===== src/rtl/nfc_command_program_page.sv =====
`default_nettype none
// ============================================================================
//  Module   : nfc_command_program_page
//  Purpose  : Command-level sequencer for NAND PROGRAM PAGE. On a matching
//             request it drives the atomic command generator through
//             CMD 80h, five address cycles, a data-out burst and CMD 10h,
//             then waits for the target way's R/B# to fall and rise again.
//             The host write stream is passed to the ACG only while the
//             data-out burst is in progress.
//  Ports    : iSystemClock/iReset            clock, async active-high reset
//             iOpcode/iTargetID/iSourceID    request fields
//             iAddress/iLength/iCMDValid     request payload and valid
//             oCMDReady/oStart/oLastStep     dispatcher handshake
//             iWaySelect                     one-hot target way
//             iWrite*/oWriteReady            host write stream
//             oACG_*/iACG_*                  atomic command generator side
//  Revision : 1.0 - initial release
// ============================================================================
module nfc_command_program_page #(
    parameter int          NumberOfWays = 4,
    parameter logic [5:0]  CommandID    = 6'b000011,
    parameter logic [4:0]  TargetID     = 5'b00101,
    parameter int          RBLowTimeout = 64
) (
    input  logic                    iSystemClock,
    input  logic                    iReset,
    input  logic [5:0]              iOpcode,
    input  logic [4:0]              iTargetID,
    input  logic [4:0]              iSourceID,
    input  logic [31:0]             iAddress,
    input  logic [15:0]             iLength,
    input  logic                    iCMDValid,
    output logic                    oCMDReady,
    input  logic [NumberOfWays-1:0] iWaySelect,
    output logic                    oStart,
    output logic                    oLastStep,
    input  logic [15:0]             iWriteData,
    input  logic                    iWriteLast,
    input  logic                    iWriteValid,
    output logic                    oWriteReady,
    output logic [7:0]              oACG_Command,
    output logic [2:0]              oACG_CommandOption,
    input  logic [7:0]              iACG_Ready,
    input  logic [7:0]              iACG_LastStep,
    output logic [NumberOfWays-1:0] oACG_TargetWay,
    output logic [15:0]             oACG_NumOfData,
    output logic                    oACG_CASelect,
    output logic [39:0]             oACG_CAData,
    output logic [15:0]             oACG_WriteData,
    output logic                    oACG_WriteLast,
    output logic                    oACG_WriteValid,
    input  logic                    iACG_WriteReady,
    input  logic [NumberOfWays-1:0] iACG_ReadyBusy
);

    localparam int CntW = $clog2(RBLowTimeout + 1);
    localparam logic [CntW-1:0] cCntLast = CntW'(RBLowTimeout - 1);

    typedef enum logic [9:0] {
        S_RESET      = 10'b00_0000_0001,
        S_READY      = 10'b00_0000_0010,
        S_CMDLATCH   = 10'b00_0000_0100,
        S_CMDISSUE   = 10'b00_0000_1000,
        S_ADDRISSUE  = 10'b00_0001_0000,
        S_DATAISSUE  = 10'b00_0010_0000,
        S_CMD2ISSUE  = 10'b00_0100_0000,
        S_WAITRBLOW  = 10'b00_1000_0000,
        S_WAITRBHIGH = 10'b01_0000_0000,
        S_DONE       = 10'b10_0000_0000
    } state_t;

    state_t                  rState;
    state_t                  wNextState;
    logic                    wStart;
    logic                    wDataPhase;
    logic [23:0]             rAddress;
    logic [15:0]             rLength;
    logic [CntW-1:0]         rRBCount;
    logic [NumberOfWays-1:0] rRB;
    logic                    rWayRB;
    logic                    rCMDReady;
    logic                    rLastStep;
    logic [7:0]              rCommand;
    logic [NumberOfWays-1:0] rTargetWay;
    logic [15:0]             rNumOfData;
    logic                    rCASelect;
    logic [39:0]             rCAData;
    logic                    wUnused;

    assign wStart = (iOpcode == CommandID) & (iTargetID == TargetID) & iCMDValid;
    assign oStart = wStart;

    // Fields and primitives this block never looks at.
    assign wUnused = ^{iSourceID, iACG_Ready, iACG_LastStep[7:4],
                       iACG_LastStep[1:0], iAddress[31:24]};

    always_comb begin
        wNextState = S_READY;
        case (rState)
            S_RESET:      wNextState = S_READY;
            S_READY:      wNextState = wStart ? S_CMDLATCH : S_READY;
            S_CMDLATCH:   wNextState = S_CMDISSUE;
            S_CMDISSUE:   wNextState = iACG_LastStep[3] ? S_ADDRISSUE : S_CMDISSUE;
            S_ADDRISSUE:  wNextState = iACG_LastStep[3] ? S_DATAISSUE : S_ADDRISSUE;
            S_DATAISSUE:  wNextState = iACG_LastStep[2] ? S_CMD2ISSUE : S_DATAISSUE;
            S_CMD2ISSUE:  wNextState = iACG_LastStep[3] ? S_WAITRBLOW : S_CMD2ISSUE;
            // Leave on an observed busy, or give up after RBLowTimeout cycles
            // in case the busy pulse was too short to be seen.
            S_WAITRBLOW:  wNextState = (!rWayRB || (rRBCount == cCntLast))
                                       ? S_WAITRBHIGH : S_WAITRBLOW;
            S_WAITRBHIGH: wNextState = rWayRB ? S_DONE : S_WAITRBHIGH;
            S_DONE:       wNextState = S_READY;
            default:      wNextState = S_READY;
        endcase
    end

    // State plus registered outputs, the outputs decoded from the next state
    // so they line up with the state they belong to.
    always_ff @(posedge iSystemClock or posedge iReset) begin
        if (iReset) begin
            rState     <= S_RESET;
            rAddress   <= '0;
            rLength    <= '0;
            rRBCount   <= '0;
            rCMDReady  <= 1'b1;
            rLastStep  <= 1'b0;
            rCommand   <= 8'h00;
            rTargetWay <= '0;
            rNumOfData <= 16'h0000;
            rCASelect  <= 1'b1;
            rCAData    <= 40'h0;
        end else begin
            rState     <= wNextState;
            rRBCount   <= (rState == S_WAITRBLOW) ? rRBCount + 1'b1 : '0;
            rCMDReady  <= 1'b0;
            rLastStep  <= 1'b0;
            rCommand   <= 8'h00;
            rNumOfData <= 16'h0000;
            rCASelect  <= 1'b1;
            rCAData    <= 40'h0;
            case (wNextState)
                S_READY: begin
                    rCMDReady  <= 1'b1;
                    rTargetWay <= iWaySelect;
                end
                S_CMDLATCH: begin
                    rTargetWay <= iWaySelect;
                    rAddress   <= iAddress[23:0];
                    rLength    <= iLength;
                end
                S_CMDISSUE: begin
                    rCommand <= 8'h08;
                    rCAData  <= 40'h80_00_00_00_00;
                end
                S_ADDRISSUE: begin
                    rCommand   <= 8'h08;
                    rCASelect  <= 1'b0;
                    rNumOfData <= 16'h0004;
                    rCAData    <= {8'h00, 8'h00, rAddress[7:0],
                                   rAddress[15:8], rAddress[23:16]};
                end
                S_DATAISSUE: begin
                    rCommand   <= 8'h04;
                    rCASelect  <= 1'b0;
                    rNumOfData <= rLength;
                end
                S_CMD2ISSUE: begin
                    rCommand <= 8'h08;
                    rCAData  <= 40'h10_00_00_00_00;
                end
                S_DONE: rLastStep <= 1'b1;
                default: ;
            endcase
        end
    end

    // Two-stage R/B# sampling of the selected way.
    always_ff @(posedge iSystemClock or posedge iReset) begin
        if (iReset) begin
            rRB    <= '0;
            rWayRB <= 1'b0;
        end else begin
            rRB    <= rTargetWay & iACG_ReadyBusy;
            rWayRB <= |rRB;
        end
    end

    assign wDataPhase = (rState == S_DATAISSUE);

    assign oCMDReady          = rCMDReady;
    assign oLastStep          = rLastStep;
    assign oACG_Command       = rCommand;
    assign oACG_CommandOption = 3'b000;
    assign oACG_TargetWay     = rTargetWay;
    assign oACG_NumOfData     = rNumOfData;
    assign oACG_CASelect      = rCASelect;
    assign oACG_CAData        = rCAData;
    assign oACG_WriteData     = iWriteData;
    assign oACG_WriteLast     = wDataPhase & iWriteLast;
    assign oACG_WriteValid    = wDataPhase & iWriteValid;
    assign oWriteReady        = wDataPhase & iACG_WriteReady;

endmodule
`default_nettype wire

===== config.mk =====
export PLATFORM = sky130hd
export DESIGN_NAME = nfc_command_program_page
export DESIGN_NICKNAME = d
export VERILOG_FILES = /design/src/rtl/nfc_command_program_page.sv
export SDC_FILE = /design/constraint.sdc
export NUM_CORES = 1
export LEC_CHECK = 0
export CORE_MARGIN = 2
export CORE_UTILIZATION = 46
export CTS_CLUSTER_SIZE = 14
export DETAILED_ROUTE_END_ITERATION = 8
export PLACE_DENSITY = 0.87
export SYNTH_ARGS = -nofsm -noshare
export SYNTH_HDL_FRONTEND = slang
export SYNTH_SLANG_ARGS = --single-unit
export TNS_END_PERCENT = 50

===== constraint.sdc =====
create_clock -name iSystemClock -period 7.9 [get_ports iSystemClock]
set_clock_uncertainty 0.15 [all_clocks]
set_input_delay 0.79 -clock iSystemClock [delete_from_list [all_inputs] [get_ports iSystemClock]]
set_output_delay 0.79 -clock iSystemClock [all_outputs]
set_load 0.02 [all_outputs]

==> run metrics <==
starting density of the core=46.7%; largest net degree at the start of global routing=62; Root Buffer=clkbuf_8; fmax=235 MHz; vias in the first global route=3130; post-detail-place hpwl=6.30 mm; adder-cell share of the synthesized area=0.263%; Simple-Gate Fraction of Synth Area=14.0%; nets=564; Setup Buffers After CTS=0; Gates resized, CTS repair=0; Yosys top cell by area=dfrtp_1; Die Ht=106 µm; largest family of logic cells by synthesized area=simple AND/OR/NAND/NOR gates; setup TNS=0 ns; Total Routing Usage GR=17.5%; TritonCTS clock tree=built; Syn Inst Count=337; Synth Area in Compound Gates=2.32%; fin crit period=4.25 ns; Synth top area share=57.9%; Worst-path clk slew=0.05 ns; dpl cell area=0.00583 mm²; Routed Antenna Nets=0; Switch Pwr=288 µW; CP Data Arrival Time=3.31 ns; gr ovfl total=0; clk buf depth=2; combinational power share=5.6%; flops & latches, synth=113; Total Routed Length=9.22 mm; setup slack after layout=3.65 ns; Clock H-tree levels=4; worst vdd ir=0.142 mV; Fin. Hold Viols=0; Sink Count=113; mean routed wirelength per cell=15.3 µm; async set or reset register ratio after synthesis=100%; Critical Path End Type=output pin; DR DRC count=0; share of cells above drive strength 1=19.1%; Sequential Power Share=41.9%; die area=0.0112 mm²; Clk pwr share=52.5%; Vias=2860; Max-slew headroom=22.5%; Max-cap violations=0; Least-Margin Pin Slew=1.15 ns; Clock Latency Late Sink=0.50 ns; area grow syn2layout=35.1%; Pins Over Slew Limit=0; Pwr per Cell Area=219 mW/mm²; Crit path required time=6.96 ns; sequential share of the synthesized area=59.6%; GPL Wtd Cong=0.783; post-place setup slack=4.12 ns; CP Class=reg2out; number of synthesized flops with an enable pin=0; Net Sw Frac=20.4%; die width=106 µm; DR pass1 iterations=4; Top FF cell, synth=dfrtp_1; mux contribution to synthesized area=13.5%; xor/xnor cell area share of the yosys netlist=1.11%; Mapped Area=0.00475 mm²; # setup viols final=0; io pins=204; Antenna diodes=0; Rows=37; hold_buf cts=0; Post-Route Utilization=63.0%; maximum fanout along the worst path=28; # fillers=781; initial antenna violation count=0; Setup crit start kind=register; vias per cell=4.75; YS warnings=0; WHS Path Cells=1; Cell variety after synth=40; unrepaired setup endpoints after global routing=no; Synth Area per Inst=14.1 µm²; status=finished, final reports clean; period utilization=53.8%; Synth area leaders=dfrtp_1 58%, mux2_4 12%, buf_4 6.3%; post-route cell area=0.00642 mm²; Detailed Route Iter0 Violations=82; r2r worst-path depth=4; total CTS buffers=17; area of the core=0.0102 mm²; Leak=3.05 nW; # port buffers=121; Int Pwr=1.12 mW; worst hold path type=reg2reg; first-pass GRT wire length=15.0 mm
==> through the flow <==
| step | total power [mW] | hold slack (ns) | cells |
|---|---|---|---|
| after global routing | 1.45 | 0.304 | 602 |
| after global placement | 0.676 | 0.275 | 570 |
| final | 1.41 | 0.292 | 602 |
| after detailed placement | 0.680 | 0.290 | 570 |
| after floorplan | 0.653 | 0.258 | 360 |
| after CTS | 1.42 | 0.297 | 602 |
==> final cells by class <==
cell class | count | area, µm² | share of cell area [%]
clock buffer | 22 | 453 | 7.06
sequential | 113 | 2830 | 44.1
clock inverter | 10 | 134 | 2.09
timing repair buffer | 124 | 1230 | 19.2
multi-input combinational | 193 | 1580 | 24.6
inverter | 4 | 17.5 | 0.273
tap | 136 | 170 | 2.65
==> metal layers <==
layer	up-vias	GRT usage (%)	wire length, µm
met3	15	5.57	527
met1	1424	19.4	3610
met2	102	30.2	4910
met5	-	0	0
met4	0	8.65	175
li1	1319	-	-
==> registers in the layout, indices dropped and copies added (netlist names) <==
| name | count |
|---|---|
| oCMDReady | 1 |
| rState | 10 |
| oACG_NumOfData | 16 |
| rRBCount | 7 |
| rAddress | 24 |
| oLastStep | 1 |
| rWayRB | 1 |
| rLength | 16 |
| oACG_CAData | 26 |
| oACG_TargetWay | 4 |
| oACG_Command | 2 |
| oACG_CASelect | 1 |
| rRB | 4 |
==> cell usage after synthesis (2+ instances only) <==
master and number:
clkbuf_1 4, nand3_1 4, inv_1 4, buf_6 2
a21oi_1 3, dfstp_2 3, nor4_4 4, or3_1 2
o21ai_0 4, o2bb2ai_1 2, buf_12 4, nand3b_1 3
nor2b_1 2, mux2_4 39, a221oi_1 2, o22ai_1 3
and3_1 28, xor2_1 5, nand2_1 8, nor2_1 15
buf_4 40, dfrtp_1 110, nand2b_1 2, mux2_2 5
and2_1 23, nor4b_1 2
==> kinds of logic (layout without fill, tap and decap cells) <==
family          count (synthesis)  in the layout
other cells                     1             24
mux                            44             44
flops                         113            113
simple gates                  101            101
xor+xnor                        6              6
buf+inv                        54            160
compound gates                 17             17
fa+ha+maj                       1              1
==> path summary, 6_finish.rpt <==
check,from,end,slack (ns)
min in group asynchronous,iReset,oACG_NumOfData[10]$_DFF_PP0_,0.57
min reg2reg,rRB[3]$_DFF_PP0_,rWayRB$_DFF_PP0_,0.29
max,rState[1]$_DFF_PP0_,oACG_WriteLast,3.65
max in group asynchronous,iReset,rAddress[11]$_DFFE_PP0N_,5.84
min,rRB[3]$_DFF_PP0_,rWayRB$_DFF_PP0_,0.29
max reg2reg,rState[1]$_DFF_PP0_,oACG_NumOfData[3]$_DFF_PP0_,4.78
==> worst max-delay path: stages, from the launching register on <==
cell and delay [ns]:
dfrtp_1 0.45, nor4_4 1.02, nand3_1 0.27, nor2_1 0.30, and2_1 0.17, clkdlybuf4s50_1 0.60
==> placed cells by master, fill, tap and decap left out, drive strengths merged, types with 5 or more instances in the layout <==
master,n
and2,24
and3,28
clkbuf,22
clkdlybuf4s50,121
clkinv,5
conb,24
dfrtp,110
mux2,44
nand2,8
nor2,15
xor2,5
==> power groups by stage <==
stage / registers, mW / clock network (mW) / logic (mW)
5_1_grt: 0.591 / 0.777 / 0.0857
6_report: 0.591 / 0.740 / 0.0787
4_1_cts: 0.590 / 0.750 / 0.0798
2_1_floorplan: 0.602 / 0 / 0.0512
3_5_place_dp: 0.600 / 0 / 0.0797
3_3_place_gp: 0.600 / 0 / 0.0769
(Power assumes the default switching activity.)
